### src/rtl/led_pattern_gen.sv
// WIDTH-bit LED pattern generator: solid, blink, chase and bounce patterns,
// advanced by a clock-enable prescaler that produces one step every TICK_DIV cycles.
module led_pattern_gen #(
    parameter int unsigned WIDTH    = 16,
    parameter int unsigned TICK_DIV = 50_000_000
) (
    input  logic             clk,
    input  logic             reset_n,
    input  logic             enable,
    input  logic [1:0]       mode,
    output logic [WIDTH-1:0] led,
    output logic             step
);

    localparam int unsigned      CNT_W    = (TICK_DIV > 1) ? $clog2(TICK_DIV) : 1;
    localparam logic [CNT_W-1:0] CNT_LAST = CNT_W'(TICK_DIV - 1);
    localparam logic [WIDTH-1:0] LED_ONES = {WIDTH{1'b1}};
    localparam logic [WIDTH-1:0] LED_BIT0 = WIDTH'(1);

    typedef enum logic [1:0] {
        MODE_SOLID  = 2'b00,
        MODE_BLINK  = 2'b01,
        MODE_CHASE  = 2'b10,
        MODE_BOUNCE = 2'b11
    } mode_t;

    typedef enum logic {
        DIR_UP   = 1'b0,
        DIR_DOWN = 1'b1
    } dir_t;

    logic [CNT_W-1:0] cnt;
    logic [CNT_W-1:0] cnt_nxt;
    logic [WIDTH-1:0] led_nxt;
    logic             step_nxt;
    dir_t             dir;
    dir_t             dir_nxt;

    logic             tick;
    logic             one_hot;
    mode_t            mode_sel;
    logic [WIDTH-1:0] pattern_led;
    dir_t             pattern_dir;

    assign mode_sel = mode_t'(mode);
    assign tick     = enable && (cnt == CNT_LAST);
    assign one_hot  = (led != '0) && ((led & (led - LED_BIT0)) == '0);

    // State register
    always_ff @(posedge clk) begin
        if (!reset_n) begin
            cnt  <= '0;
            led  <= '0;
            dir  <= DIR_UP;
            step <= 1'b0;
        end else begin
            cnt  <= cnt_nxt;
            led  <= led_nxt;
            dir  <= dir_nxt;
            step <= step_nxt;
        end
    end

    // Pattern update applied on a tick, selected by the mode sampled at that edge
    always_comb begin
        pattern_led = led;
        pattern_dir = dir;
        unique case (mode_sel)
            MODE_SOLID: begin
                pattern_led = LED_ONES;
            end
            MODE_BLINK: begin
                pattern_led = (led == LED_ONES) ? '0 : LED_ONES;
            end
            MODE_CHASE: begin
                if (!one_hot) begin
                    pattern_led = LED_BIT0;
                end else begin
                    pattern_led = {led[WIDTH-2:0], led[WIDTH-1]};
                end
            end
            MODE_BOUNCE: begin
                // End LEDs reverse immediately so each end is lit for a single step
                if (!one_hot) begin
                    pattern_led = LED_BIT0;
                    pattern_dir = DIR_UP;
                end else if (dir == DIR_UP) begin
                    if (led[WIDTH-1]) begin
                        pattern_led = led >> 1;
                        pattern_dir = DIR_DOWN;
                    end else begin
                        pattern_led = led << 1;
                    end
                end else begin
                    if (led[0]) begin
                        pattern_led = led << 1;
                        pattern_dir = DIR_UP;
                    end else begin
                        pattern_led = led >> 1;
                    end
                end
            end
            default: begin
                pattern_led = led;
                pattern_dir = dir;
            end
        endcase
    end

    // Next-state: disable > tick > count
    always_comb begin
        cnt_nxt  = cnt;
        led_nxt  = led;
        dir_nxt  = dir;
        step_nxt = 1'b0;
        if (!enable) begin
            cnt_nxt = '0;
            led_nxt = '0;
            dir_nxt = DIR_UP;
        end else if (tick) begin
            cnt_nxt  = '0;
            led_nxt  = pattern_led;
            dir_nxt  = pattern_dir;
            step_nxt = 1'b1;
        end else begin
            cnt_nxt = cnt + CNT_W'(1);
        end
    end

endmodule

### config.mk
export PLATFORM = sky130hd
export DESIGN_NAME = led_pattern_gen
export DESIGN_NICKNAME = d
export VERILOG_FILES = /design/src/rtl/led_pattern_gen.sv
export SDC_FILE = /design/constraint.sdc
export NUM_CORES = 1
export LEC_CHECK = 0
export CAP_MARGIN = 20
export CORE_ASPECT_RATIO = 0.8
export CORE_MARGIN = 4
export CORE_UTILIZATION = 51
export CTS_CLUSTER_DIAMETER = 150
export CTS_CLUSTER_SIZE = 24
export DETAILED_ROUTE_END_ITERATION = 8
export GPL_TIMING_DRIVEN = 0
export PLACE_DENSITY = 0.82
export SLEW_MARGIN = 5
export SYNTH_ARGS = -nofsm -noshare
export SYNTH_HDL_FRONTEND = slang
export SYNTH_SLANG_ARGS = --single-unit
export TNS_END_PERCENT = 30
### constraint.sdc
create_clock -name clk -period 2.45 [get_ports clk]
set_input_delay 0.6125 -clock clk [delete_from_list [all_inputs] [get_ports clk]]
set_output_delay 0.6125 -clock clk [all_outputs]
set_load 0.01 [all_outputs]
# Yosys cells after proc, flatten, opt, wreduce, memory -nomap -nowiden
# Cells that the tools add are included.
# classes
n_eq_ne,5
n_mux,12
bitwise_logic,3
reduce_logical,8
addsub,2
# op_table
operator,n
$mux W16,6
$pmux W16 S4,1
$add A26 B1 Y26 const B,1
$eq A26 B26 Y1 const B,1
$and A16 B16 Y16,1
$eq A16 B16 Y1 const B,1
$logic_not A16 Y1,1
$reduce_bool A16 Y1,1
$sub A16 B1 Y16 const B,1
$mux W1,5
$eq A2 B2 Y1 const B,2
$reduce_and A2 Y1,2
$reduce_or A3 Y1,1
$eq A2 B1 Y1 const B,1
$logic_and A1 B1 Y1,2
$logic_not A2 Y1,1
$not A1 Y1,2
# word_totals
elab_cells,34
in_bits,5
ff_bits,44
output_inout_bits,17

# Longest topological paths before layout
# Gate-level depths: netlist of the first run.
# logic_depth
ltp_word,6
ltp_mapped,9
mapped_depth_nobuf,6

# Worst setup path before layout of the first run
# No wires, ideal clock.
# synth_path
kind,flip-flop to flip-flop
start,register led[0]
end,register led[1]
t_arrival_ns,2.522
stages_incl_launch_ff,7
required_ns,2.364
slack_ns,-0.158
period_less_slack_ns,2.608
setup_ns,0.086
n_path_buf,0
path_cell_list,dfxtp_1 > or4_4 > or4b_4 > o22a_1 > a2111oi_4 > a41oi_1 > a211oi_1
# synth_between
elab_chain_len,6
elab_cells_between_ends,13
cone_classes,add/sub: 1; eq/ne: 1; mux: 7; bitwise: 1; reduce/logical: 3
# synth_lines
item,line,rtl
start: declaration,11,"output logic [WIDTH-1:0] led,"
start signal: assignment,58,led <= led_nxt;
$sub A16 B1 Y16,47,assign one_hot = (led != '0) && ((led & (led - LED_BIT0)) == '0);
$and A16 B16 Y16,47,
$logic_not A16 Y1,47,
$logic_and A1 B1 Y1,47,
$mux W16 (on tied branches),"84, 76",
$pmux W16 S4 (*),68,unique case (mode_sel)
# Mark *: on every way between the ends. The rest lies on a longest branch, timed or not.
# A chain may end at the register's enable or synchronous reset.

# Final worst setup path of the first run
# layout_path
start,register led[1]
end,register led[2]
# Same word-level chain as after synthesis.

==> metrics.md, run 1 <==
| Metric | Value |
|---|---|
| Number of vias in the routed layout | `2264` |
| Die W | `83.5 µm` |
| DRT Pass-1 Iters | `4` |
| Syn nets | `297` |
| Met2 Use GR | `0.321` |
| Post-synth ARST share | `0` |
| Non-filler cells, final | `381` |
| CP max FO | `3` |
| Busiest grt layer | `met2` |
| Relative slew margins | `0.639` |
| Seq/Total Area, Yosys | `0.378` |
| Routability cong. | `0.830` |
| CP Capture Type | `register` |
| CP arrival | `2.73 ns` |
| Vert. Die Dim | `68.4 µm` |
| Post-synth EDFFs | `0` |
| PortBufs | `20` |
| Via/cell ratio | `5.94` |
| Worst Slack Setup Final | `-0.0725 ns` |
| All-layer global routing usage | `0.210` |
| Share of layout cells above drive strength 1 | `0.120` |
| Fin. Hold Viols | `0` |
| Final instance area | `2770 µm²` |
| Total grt overflow | `0` |
| CTS Hold Bufs | `0` |
| CTS max path bufs | `2` |
| Synth Instances | `291` |
| HP Class | `reg -> reg` |
| CTS tree | `yes` |
| Number of max-cap violations | `0` |
| # placed instances | `368` |
| H-tree levels | `2` |
| Pwr/cell area | `430 nW/µm²` |
| Core ar. | `4280 µm²` |
| Bufs and invs on worst path | `1` |
| Die footprint | `5710 µm²` |
| CP max stage cell | `or4_4` |
| CTS root buf | `clkbuf_8` |
| Clk sinks | `44` |
| Setup Skew | `0.0119 ns` |
| Vias in the first global route | `2085` |
| Antenna violations before repair | `0` |
| Crit Path Class | `reg -> reg` |
| Ant diodes | `0` |
| Met3 Usage GRT | `0.0529` |
| Synth Register Bits | `44` |
| Drt drc | `0` |
| Crit path launch type | `register` |
| RSZ-0062 raised after global routing | `yes` |
| Synthesized area | `2330 µm²` |
| Clock transition at path regs | `0.08 ns` |
| NumNets Final | `330` |
| Synth warn | `0` |
| Avg Cell Area, Syn | `8.00 µm²` |
| Worst slew pin tran | `0.538 ns` |
| Starting Density | `0.543` |
| WHS | `0.492 ns` |
| Final setup violation count | `16` |
| Minimum setup slack after placement | `-0.702 ns` |
| Final period utilization | `1.03` |
| Detail Placement HPWL | `3.87 mm` |
| Skew-Pair Late Insertion Delay | `0.30 ns` |
| Largest net degree at the start of global routing | `13` |
| Top-Level Pins | `22` |
| Synth-to-Final Area Change | `18.9%` |
| Critical path's top delay family | `simple AND/OR/NAND/NOR gates` |
| Critical Path, Cell by Cell | `or4_4 -> or4b_4 -> o22a_1 -> a2111oi_4 -> buf_4 -> a41oi_1 -> a211oi_1` |
| Max frequency | `0.396 GHz` |
| Wirelength per Cell | `15.2 µm` |
| Status | `finished with violations` |
| Top_reg_cell synth | `dfxtp_1` |
| LEAKAGE | `0.971 nW` |
| Placed instance area | `2600 µm²` |
| Max Slew Vio Count | `0` |
| TritonCTS Buffers | `5` |
| Cell row count | `21` |
| First-pass GRT wire length | `9.65 mm` |
| Final antenna-violating net count | `0` |
| Met1 usage | `0.287` |
| Worst Path Required | `2.66 ns` |
| Critical Path Max Stage Delay | `0.54 ns` |
| Violated checks | `negative setup slack` |
| Final Routed Wirelength | `5.79 mm` |
| Post-layout util | `0.646` |
| Max rail drop VDD | `304 µV` |
| Synth unique cells | `43` |
| Minimum clock period | `2.52 ns` |
| DRC marker count from the first detailed-route iteration | `179` |
==> cells in the final DEF (no fill, tap or decap), types with 3 or more instances in the layout <==
master           netlist  layout
xor2_1                13      13
clkdlybuf4s50_1        0      20
a22o_1                10      10
xnor2_1                7       7
nand3_1               11      10
clkbuf_2               0       4
buf_6                  1       3
a41oi_1                5       5
clkbuf_1              13       8
nand4_1                9       9
inv_1                  8       8
o21ai_0               23      23
a31oi_1               11      11
nand2_1               20      20
buf_2                  2       4
buf_4                  0       5
and3_1                 7       6
nor2_1                44      44
dfxtp_1               44      41
nor3_1                 9       9
or3_1                  7       7
clkbuf_8               0       5
a21oi_1               13      13
==> metal layers <==
metal | vias up | part of all wire
li1 | 1123 | -
met3 | 14 | 0.073
met4 | 0 | 0.020
met5 | - | 0
met2 | 83 | 0.43
met1 | 1044 | 0.48
==> cell type report <==
cell class	instances	area, µm²
inverters	8	30.0
flip-flops and latches	44	890
clock inverters	1	5.00
plain buffers	17	81.3
well taps	57	71.3
multi-input cells	221	1360
fillers	368	1520
repair buffers	27	260
clock buffers	6	72.6
==> path summary, 6_finish.rpt <==
path,start,endpoint,slack [ns],cells past startpoint
worst max register to register,led[1],led[2],-0.07,7
worst max-delay path,led[1],led[2],-0.07,7
worst min register to register,cnt[21],cnt[21],0.49,2
worst min-delay path,cnt[21],cnt[21],0.49,2
==> per-stage QoR <==
| stage | total power, W | TNS, ns |
|---|---|---|
| after floorplan | 0.000753 | -0.0417 |
| after global placement | 0.000766 | -19.45 |
| after detailed placement | 0.000767 | -19.97 |
| after CTS | 0.00119 | -1.59 |
| final | 0.00119 | -0.703 |
| after global routing | 0.00124 | -2.14 |
==> cells in the mapped netlist, types with 7 or more instances <==
library cell | count | share of area
a21oi_1 | 13 | 0.028
a22o_1 | 10 | 0.038
a31oi_1 | 11 | 0.030
and3_1 | 7 | 0.019
clkbuf_1 | 13 | 0.021
dfxtp_1 | 44 | 0.38
inv_1 | 8 | 0.013
nand2_1 | 20 | 0.032
nand3_1 | 11 | 0.024
nand4_1 | 9 | 0.024
nor2_1 | 44 | 0.071
nor3_1 | 9 | 0.019
o21ai_0 | 23 | 0.049
or3_1 | 7 | 0.019
xnor2_1 | 7 | 0.026
xor2_1 | 13 | 0.049
==> power by group <==
group	leakage (nW)	switching (W)	total, W	internal [W]
logic	0.573	0.0000223	0.0000331	0.0000108
registers	0.357	0.00000219	0.000716	0.000714
clock network	0.0410	0.000247	0.000441	0.000194
==> tightest hold or removal path, delay by kind of cell (launching register included) <==
family	cells	cell delay, ns
flops	1	0.32
compound gates	2	0.13
==> flip-flops by register name (all words and copies together), names as in the netlist <==
| signal | flops |
|---|---|
| step | 1 |
| led | 16 |
| dir | 1 |
| cnt | 26 |
==> repair_timing <==
item,CTS,global route
setup endpoints to repair,37,37
gates resized for setup,11,8
setup buffers,6,0
gates cloned,1,0
pin swaps,3,2
==> cells by family after synthesis <==
kind of cell             synth area share
flip-flops                          0.378
AND/OR/NAND/NOR                     0.258
adder cells (fa/ha/maj)           0.00968
XOR/XNOR                           0.0753
buffers and inverters              0.0489
multiplexers                      0.00968
AO/OA/AOI/OAI                       0.220
(Power assumes the default switching activity.)
==> run 2, diff against run 1 <==
--- a/config.mk
+++ b/config.mk
@@ -12,7 +12,6 @@
 export CTS_CLUSTER_DIAMETER = 150
 export CTS_CLUSTER_SIZE = 24
 export DETAILED_ROUTE_END_ITERATION = 8
-export GPL_TIMING_DRIVEN = 0
 export PLACE_DENSITY = 0.82
 export SLEW_MARGIN = 5
 export SYNTH_ARGS = -nofsm -noshare
==> run 2 against run 1 <==
Compared with the run above: the flow still finishes with violations (negative setup slack); total power increased by 20%; final area is 6.7% higher; routed wire length is 11% higher; sequential power hardly changed; maximum frequency grew 1.6%; combinational power increased by 25%; worst hold slack improved by 0.0095 ns; via count increased by 5.7%; register-to-register slack better by 0.04 ns; setup slack better by 0.039 ns; clock power increased by 51%; non-clock buffer count rose by 8.
==> metrics.md, run 2 (synthesized netlist as in run 1, its figures left out) <==
| Metric | Value |
|---|---|
| Status | `finished with violations` |
| Violated checks | `negative setup slack` |
| Starting Density | `0.543 (unchanged)` |
| Final setup violation count | `1 (-15)` |
| Max frequency | `0.403 GHz (+1.6%)` |
| RSZ-0062 raised after global routing | `yes` |
| Bufs and invs on worst path | `1 (unchanged)` |
| Number of vias in the routed layout | `2392 (+5.7%)` |
| Skew-Pair Late Insertion Delay | `0.31 ns (about the same)` |
| NumNets Final | `338 (+2.4%)` |
| CP max stage cell | `or4_4` |
| Busiest grt layer | `met2` |
| CTS root buf | `clkbuf_8` |
| Biggest registers after layout | `cnt: 26 flops, led: 16 flops` |
| Max Slew Vio Count | `0 (unchanged)` |
| Cell row count | `21 (unchanged)` |
| Detail Placement HPWL | `4.10 mm (+6.1%)` |
| Final period utilization | `1.01 (-0.0161)` |
| Minimum clock period | `2.48 ns (-0.0394 ns)` |
| CP max FO | `6 (+3)` |
| Max rail drop VDD | `367 µV (+21%)` |
| Vias in the first global route | `2133 (+2.3%)` |
| Post-layout util | `0.690 (+0.0435)` |
| Met3 Usage GRT | `0.0397 (-0.0132)` |
| R2r setup slk | `-0.03 ns (+0.04 ns)` |
| Relative slew margins | `0.540 (-0.0987)` |
| CP arrival | `2.71 ns (-0.02 ns)` |
| Clock transition at path regs | `0.09 ns (about the same)` |
| Wirelength per Cell | `16.5 µm (+8.3%)` |
| Worst Path Required | `2.68 ns (+0.02 ns)` |
| All-layer global routing usage | `0.219 (+0.00829)` |
| First-pass GRT wire length | `9.91 mm (+2.7%)` |
| DRT Pass-1 Iters | `6 (+2)` |
| Ant diodes | `0 (unchanged)` |
| HP Class | `reg -> reg` |
| Core ar. | `4280 µm² (unchanged)` |
| Setup Skew | `0.00939 ns (-0.00254 ns)` |
| Top reg by flops | `cnt` |
| Total grt overflow | `0 (unchanged)` |
| Critical Path, Cell by Cell | `or4_4 -> or4b_4 -> o22a_1 -> a2111oi_4 -> buf_6 -> a41oi_2 -> a211oi_2` |
| Final Routed Wirelength | `6.41 mm (+11%)` |
| PortBufs | `21 (+5.0%)` |
| Synth-to-Final Area Change | `26.9%` |
| Met2 Use GR | `0.348 (+0.0270)` |
| Fin. Hold Viols | `0 (unchanged)` |
| Critical path's top delay family | `simple AND/OR/NAND/NOR gates` |
| Routability cong. | `0.875 (+5.3%)` |
| Crit Path Class | `reg -> reg` |
| H-tree levels | `2 (unchanged)` |
| Die W | `83.5 µm (unchanged)` |
| Number of max-cap violations | `0 (unchanged)` |
| Drt drc | `0 (unchanged)` |
| DRC marker count from the first detailed-route iteration | `338 (+89%)` |
| Top-Level Pins | `22 (unchanged)` |
| Pwr/cell area | `482 nW/µm² (+12%)` |
| Crit path launch type | `register` |
| Clk sinks | `44 (unchanged)` |
| Max reg flops | `26 (unchanged)` |
| CTS Hold Bufs | `0 (unchanged)` |
| Met1 usage | `0.290 (+0.00281)` |
| LEAKAGE | `1.09 nW (+12%)` |
| Antenna violations before repair | `0 (unchanged)` |
| Via/cell ratio | `6.15 (+3.5%)` |
| CTS tree | `yes` |
| Vert. Die Dim | `68.4 µm (unchanged)` |
| Critical Path Max Stage Delay | `0.57 ns (+0.03 ns)` |
| Die footprint | `5710 µm² (unchanged)` |
| TritonCTS Buffers | `5 (unchanged)` |
| CP Capture Type | `register` |
| Share of layout cells above drive strength 1 | `0.172 (+0.0513)` |
| Worst slew pin tran | `0.672 ns (+0.135 ns)` |
| WHS | `0.502 ns (+0.00947 ns)` |
| Final antenna-violating net count | `0 (unchanged)` |
| Worst Slack Setup Final | `-0.0331 ns (+0.0394 ns)` |
| Commonest non-fill, non-tap cell in the layout | `nor2_1` |
| Most frequent cells in the layout | `nor2_1 (43), dfxtp_1 (42), buf_4 (28)` |
| Largest net degree at the start of global routing | `24 (+11)` |
| CTS max path bufs | `2 (unchanged)` |
## run 2: report_power, final
group          internal (W)  switching (W)   total, W  leakage [nW]
Sequential         0.000716     0.00000239   0.000718         0.356
Clock              0.000402       0.000262   0.000664        0.0642
Combinational     0.0000170      0.0000243  0.0000414         0.666
Total               0.00113       0.000289    0.00142          1.09
## run 2: layer usage
layer / vias up / share of wire / wire length (µm)
met5: - / 0 / 0
met4: 0 / 0.019 / 123
met3: 19 / 0.10 / 656
met2: 138 / 0.44 / 2850
met1: 1102 / 0.43 / 2780
li1: 1133 / - / -
## run 2: worst paths after layout
path / start / cells past startpoint / endpoint
max: led[1] / 7 / led[2]
min: cnt[21] / 2 / cnt[21]
max reg2reg: led[1] / 7 / led[2]
min reg2reg: cnt[21] / 2 / cnt[21]
## run 2: metrics by stage
stage	cell area [µm²]	worst slack, ns	std cells	TNS, ns	power, W
detailed placement	2760	-0.375	379	-5.77	0.000775
global route	2950	-0.109	389	-0.360	0.00145
CTS	2910	0.0115	388	0	0.00142
floorplan	2330	-0.0417	291	-0.0417	0.000753
finish	2950	-0.0331	389	-0.0331	0.00142
global placement	2760	-0.328	379	-4.91	0.000774
## run 2: repair_timing
item | CTS | global route
endpoints found under the hold margin | 0 | 0
buffers inserted | 2 | 1
setup endpoints to repair | 13 | 16
pin swaps | 1 | 3
gates resized for setup | 2 | 7
## run 2: worst reg2reg max path, delay by kind of cell (launching register included)
kind                   cells  cell delay (ns)
AOI/OAI and AO/OA          4             0.81
DFF                        1             0.33
buffers and inverters      1             0.19
and+or+nand+nor            2             1.07
## run 2: cell type report
cell class,instances,area [µm²]
clock buffers,5,68.8
flip-flops and latches,44,883
well taps,57,71.3
multi-input cells,221,1370
inverters,8,30.0
repair buffers,52,472
fillers,330,1330
clock inverters,2,60.1
==> run 3, diff against run 2 <==
--- a/config.mk
+++ b/config.mk
@@ -8,11 +8,11 @@
 export CAP_MARGIN = 20
 export CORE_ASPECT_RATIO = 0.8
 export CORE_MARGIN = 4
-export CORE_UTILIZATION = 51
+export CORE_UTILIZATION = 49
 export CTS_CLUSTER_DIAMETER = 150
 export CTS_CLUSTER_SIZE = 24
 export DETAILED_ROUTE_END_ITERATION = 8
-export PLACE_DENSITY = 0.82
+export PLACE_DENSITY = 0.8
 export SLEW_MARGIN = 5
 export SYNTH_ARGS = -nofsm -noshare
 export SYNTH_HDL_FRONTEND = slang
==> run 3 against run 2 <==
Compared with the run above: critical path depth is the same; the run still ends with negative setup slack left; global-route usage fell by 0.32 points; sequential power about the same; core utilization down 5.7 points; first-iteration DRC count shrank 35%; sequential share of layout area rose by 0.45 points; clock skew fell by 0.0047 ns; register-to-register slack got worse by 0.02 ns.
==> metrics.md, run 3 (synthesized netlist as in run 1, its figures left out) <==
| Metric | Value |
|---|---|
| Status | `finished with violations` |
| Violated checks | `negative setup slack` |
| All-layer global routing usage | `0.215 (-0.00321)` |
| CP Capture Type | `register` |
| Die footprint | `5920 µm² (+3.6%)` |
| Power share of the combinational group | `0.032 (+0.003)` |
| Crit Path Class | `reg -> reg` |
| Commonest non-fill, non-tap cell in the layout | `nor2_1` |
| NumNets Final | `343 (+1.5%)` |
| Worst Path Required | `2.66 ns (-0.02 ns)` |
| Reg2Reg Depth | `7 (unchanged)` |
| Skew-Pair Late Insertion Delay | `0.30 ns (about the same)` |
| Top-Level Pins | `22 (unchanged)` |
| Max reg flops | `26 (unchanged)` |
| Non-filler cells, final | `397 (+2.1%)` |
| # placed instances | `384 (+1.3%)` |
| CTS root buf | `clkbuf_8` |
| CP max FO | `3 (-3)` |
| HP Class | `reg -> reg` |
| Setup Skew | `0.00467 ns (-0.00473 ns)` |
| Ant diodes | `0 (unchanged)` |
| CP arrival | `2.72 ns (about the same)` |
| Number of vias in the routed layout | `2380 (-0.50%)` |
| DRC marker count from the first detailed-route iteration | `221 (-35%)` |
| Max frequency | `0.400 GHz (-0.76%)` |
| PortBufs | `21 (unchanged)` |
| Routability cong. | `0.887 (+1.4%)` |
| Post-layout util | `0.633 (-0.0566)` |
| Reg-to-Reg End | `led[1]` |
| Most frequent cells in the layout | `nor2_1 (44), dfxtp_1 (42), buf_4 (32)` |
| Vert. Die Dim | `69.6 µm (+1.8%)` |
| Drt drc | `0 (unchanged)` |
| Pwr/cell area | `411 nW/µm² (-15%)` |
| Detail Placement HPWL | `4.30 mm (+4.8%)` |
| Final antenna-violating net count | `0 (unchanged)` |
| CTS tree | `yes` |
| Cell row count | `22 (+4.8%)` |
| Core ar. | `4600 µm² (+7.3%)` |
| CTS max path bufs | `2 (unchanged)` |
| Biggest registers after layout | `cnt: 26 flops, led: 16 flops` |
| Switch share | `0.226 (+0.0234)` |
| Synth-to-Final Area Change | `25.1%` |
| LEAKAGE | `1.08 nW (-0.41%)` |
| Total power | `0.00120 W (-16%)` |
| Vias in the first global route | `2158 (+1.2%)` |
| Final Routed Wirelength | `6.18 mm (-3.5%)` |
| Worst Slack Setup Final | `-0.0521 ns (-0.0190 ns)` |
| Clk sinks | `44 (unchanged)` |
| DRT Pass-1 Iters | `5 (-1)` |
| Relative slew margins | `0.616 (+0.0753)` |
| Max Slew Vio Count | `0 (unchanged)` |
| Final period utilization | `1.02 (+0.00777)` |
| Wirelength per Cell | `15.6 µm (-5.4%)` |
| First-pass GRT wire length | `10.4 mm (+5.4%)` |
| Fin. Hold Viols | `0 (unchanged)` |
| Sequential power share | `0.600 (+0.095)` |
| Max rail drop VDD | `277 µV (-24%)` |
| R2r setup slk | `-0.05 ns (-0.02 ns)` |
| Clock transition at path regs | `0.08 ns (about the same)` |
| Filler instances | `386 (+17%)` |
| Final setup violation count | `12 (+11)` |
| Via/cell ratio | `5.99 (-2.5%)` |
| Crit path capture | `led[1]` |
| Starting Density | `0.506 (-0.0371)` |
| Top reg by flops | `cnt` |
| Clock group share of total power | `0.367 (-0.099)` |
| TritonCTS Buffers | `5 (unchanged)` |
| Share of layout cells above drive strength 1 | `0.166 (-0.00551)` |
| Number of max-cap violations | `0 (unchanged)` |
| Total grt overflow | `0 (unchanged)` |
| Die W | `85.1 µm (+1.8%)` |
| RSZ-0062 raised after global routing | `yes` |
| Minimum setup slack after placement | `-0.363 ns (+0.0119 ns)` |
| Setup crit start | `led[1]` |
| Int Pwr | `0.000925 W (-18%)` |
| Minimum clock period | `2.50 ns (+0.0190 ns)` |
| Psw | `0.000271 W (-6.3%)` |
| Largest net degree at the start of global routing | `24 (unchanged)` |
| Antenna violations before repair | `0 (unchanged)` |
| H-tree levels | `2 (unchanged)` |
| FF-to-FF Start | `led[1]` |
| Crit path launch type | `register` |
| Worst slew pin tran | `0.562 ns (-0.110 ns)` |
==> run 3: cell count changes in the layout (fill, tap and decap cells not counted), sizes merged <==
cell | before | now
buf | 31 | 36
bufinv | 2 | 0
clkbuf | 5 | 6
clkinv | 0 | 1
==> run 3: critical path: stages (launching register included) <==
cell	delay, ns
dfxtp_2	0.32
or4_4	0.56
or4b_4	0.51
o22a_1	0.20
a2111oi_4	0.34
buf_4	0.19
a41oi_1	0.10
a211oi_1	0.19
==> run 3: through the flow <==
stage	instance area, µm²	hold slack, ns	setup TNS, ns
detailed placement	2770	0.485	-6.68
global route	2910	0.516	-1.13
CTS	2860	0.500	0
finish	2910	0.498	-0.294
floorplan	2330	0.449	-0.0417
global placement	2770	0.469	-3.87
==> run 3: worst min path at each step <==
stage	end	start	cells after the start	slack [ns]
floorplan	cnt[0]	cnt[0]	1	0.45
global placement	cnt[21]	cnt[21]	2	0.47
detailed placement	cnt[0]	cnt[0]	1	0.48
CTS	cnt[0]	cnt[0]	1	0.50
global route	cnt[0]	cnt[0]	1	0.52
finish	cnt[0]	cnt[0]	1	0.50
==> run 3: power groups by stage <==
stage | clock [W] | sequential (W) | combinational, W
2_1_floorplan | 0 | 0.000734 | 0.0000185
3_3_place_gp | 0 | 0.000735 | 0.0000367
3_5_place_dp | 0 | 0.000735 | 0.0000373
4_1_cts | 0.000445 | 0.000718 | 0.0000377
5_1_grt | 0.000473 | 0.000718 | 0.0000415
6_report | 0.000439 | 0.000718 | 0.0000384
==> run 3: area by class of cell <==
type                    instances  area [µm²]  area share
inverters                       8        30.0      0.0103
well taps                      60        75.1      0.0258
flip-flops and latches         44         883       0.304
repair buffers                 57         504       0.173
multi-input cells             221        1340       0.460
clock buffers                   6        72.6      0.0249
clock inverters                 1        5.00     0.00172
==> run 3: timing repair <==
item,4_1_cts,5_1_grt
resized for setup,3,4
setup endpoints to repair,10,17
pin swaps,1,6
setup buffers,0,6
hold buffers,0,0
==> run 3: routing by layer <==
layer | wire length (µm) | vias up | global-route usage | part of all wire
met1 | 2700 | 1092 | 0.304 | 0.44
met4 | 169 | 0 | 0.0844 | 0.027
li1 | - | 1144 | - | -
met2 | 2770 | 127 | 0.310 | 0.45
met5 | 0 | - | 0 | 0
met3 | 542 | 17 | 0.0570 | 0.088
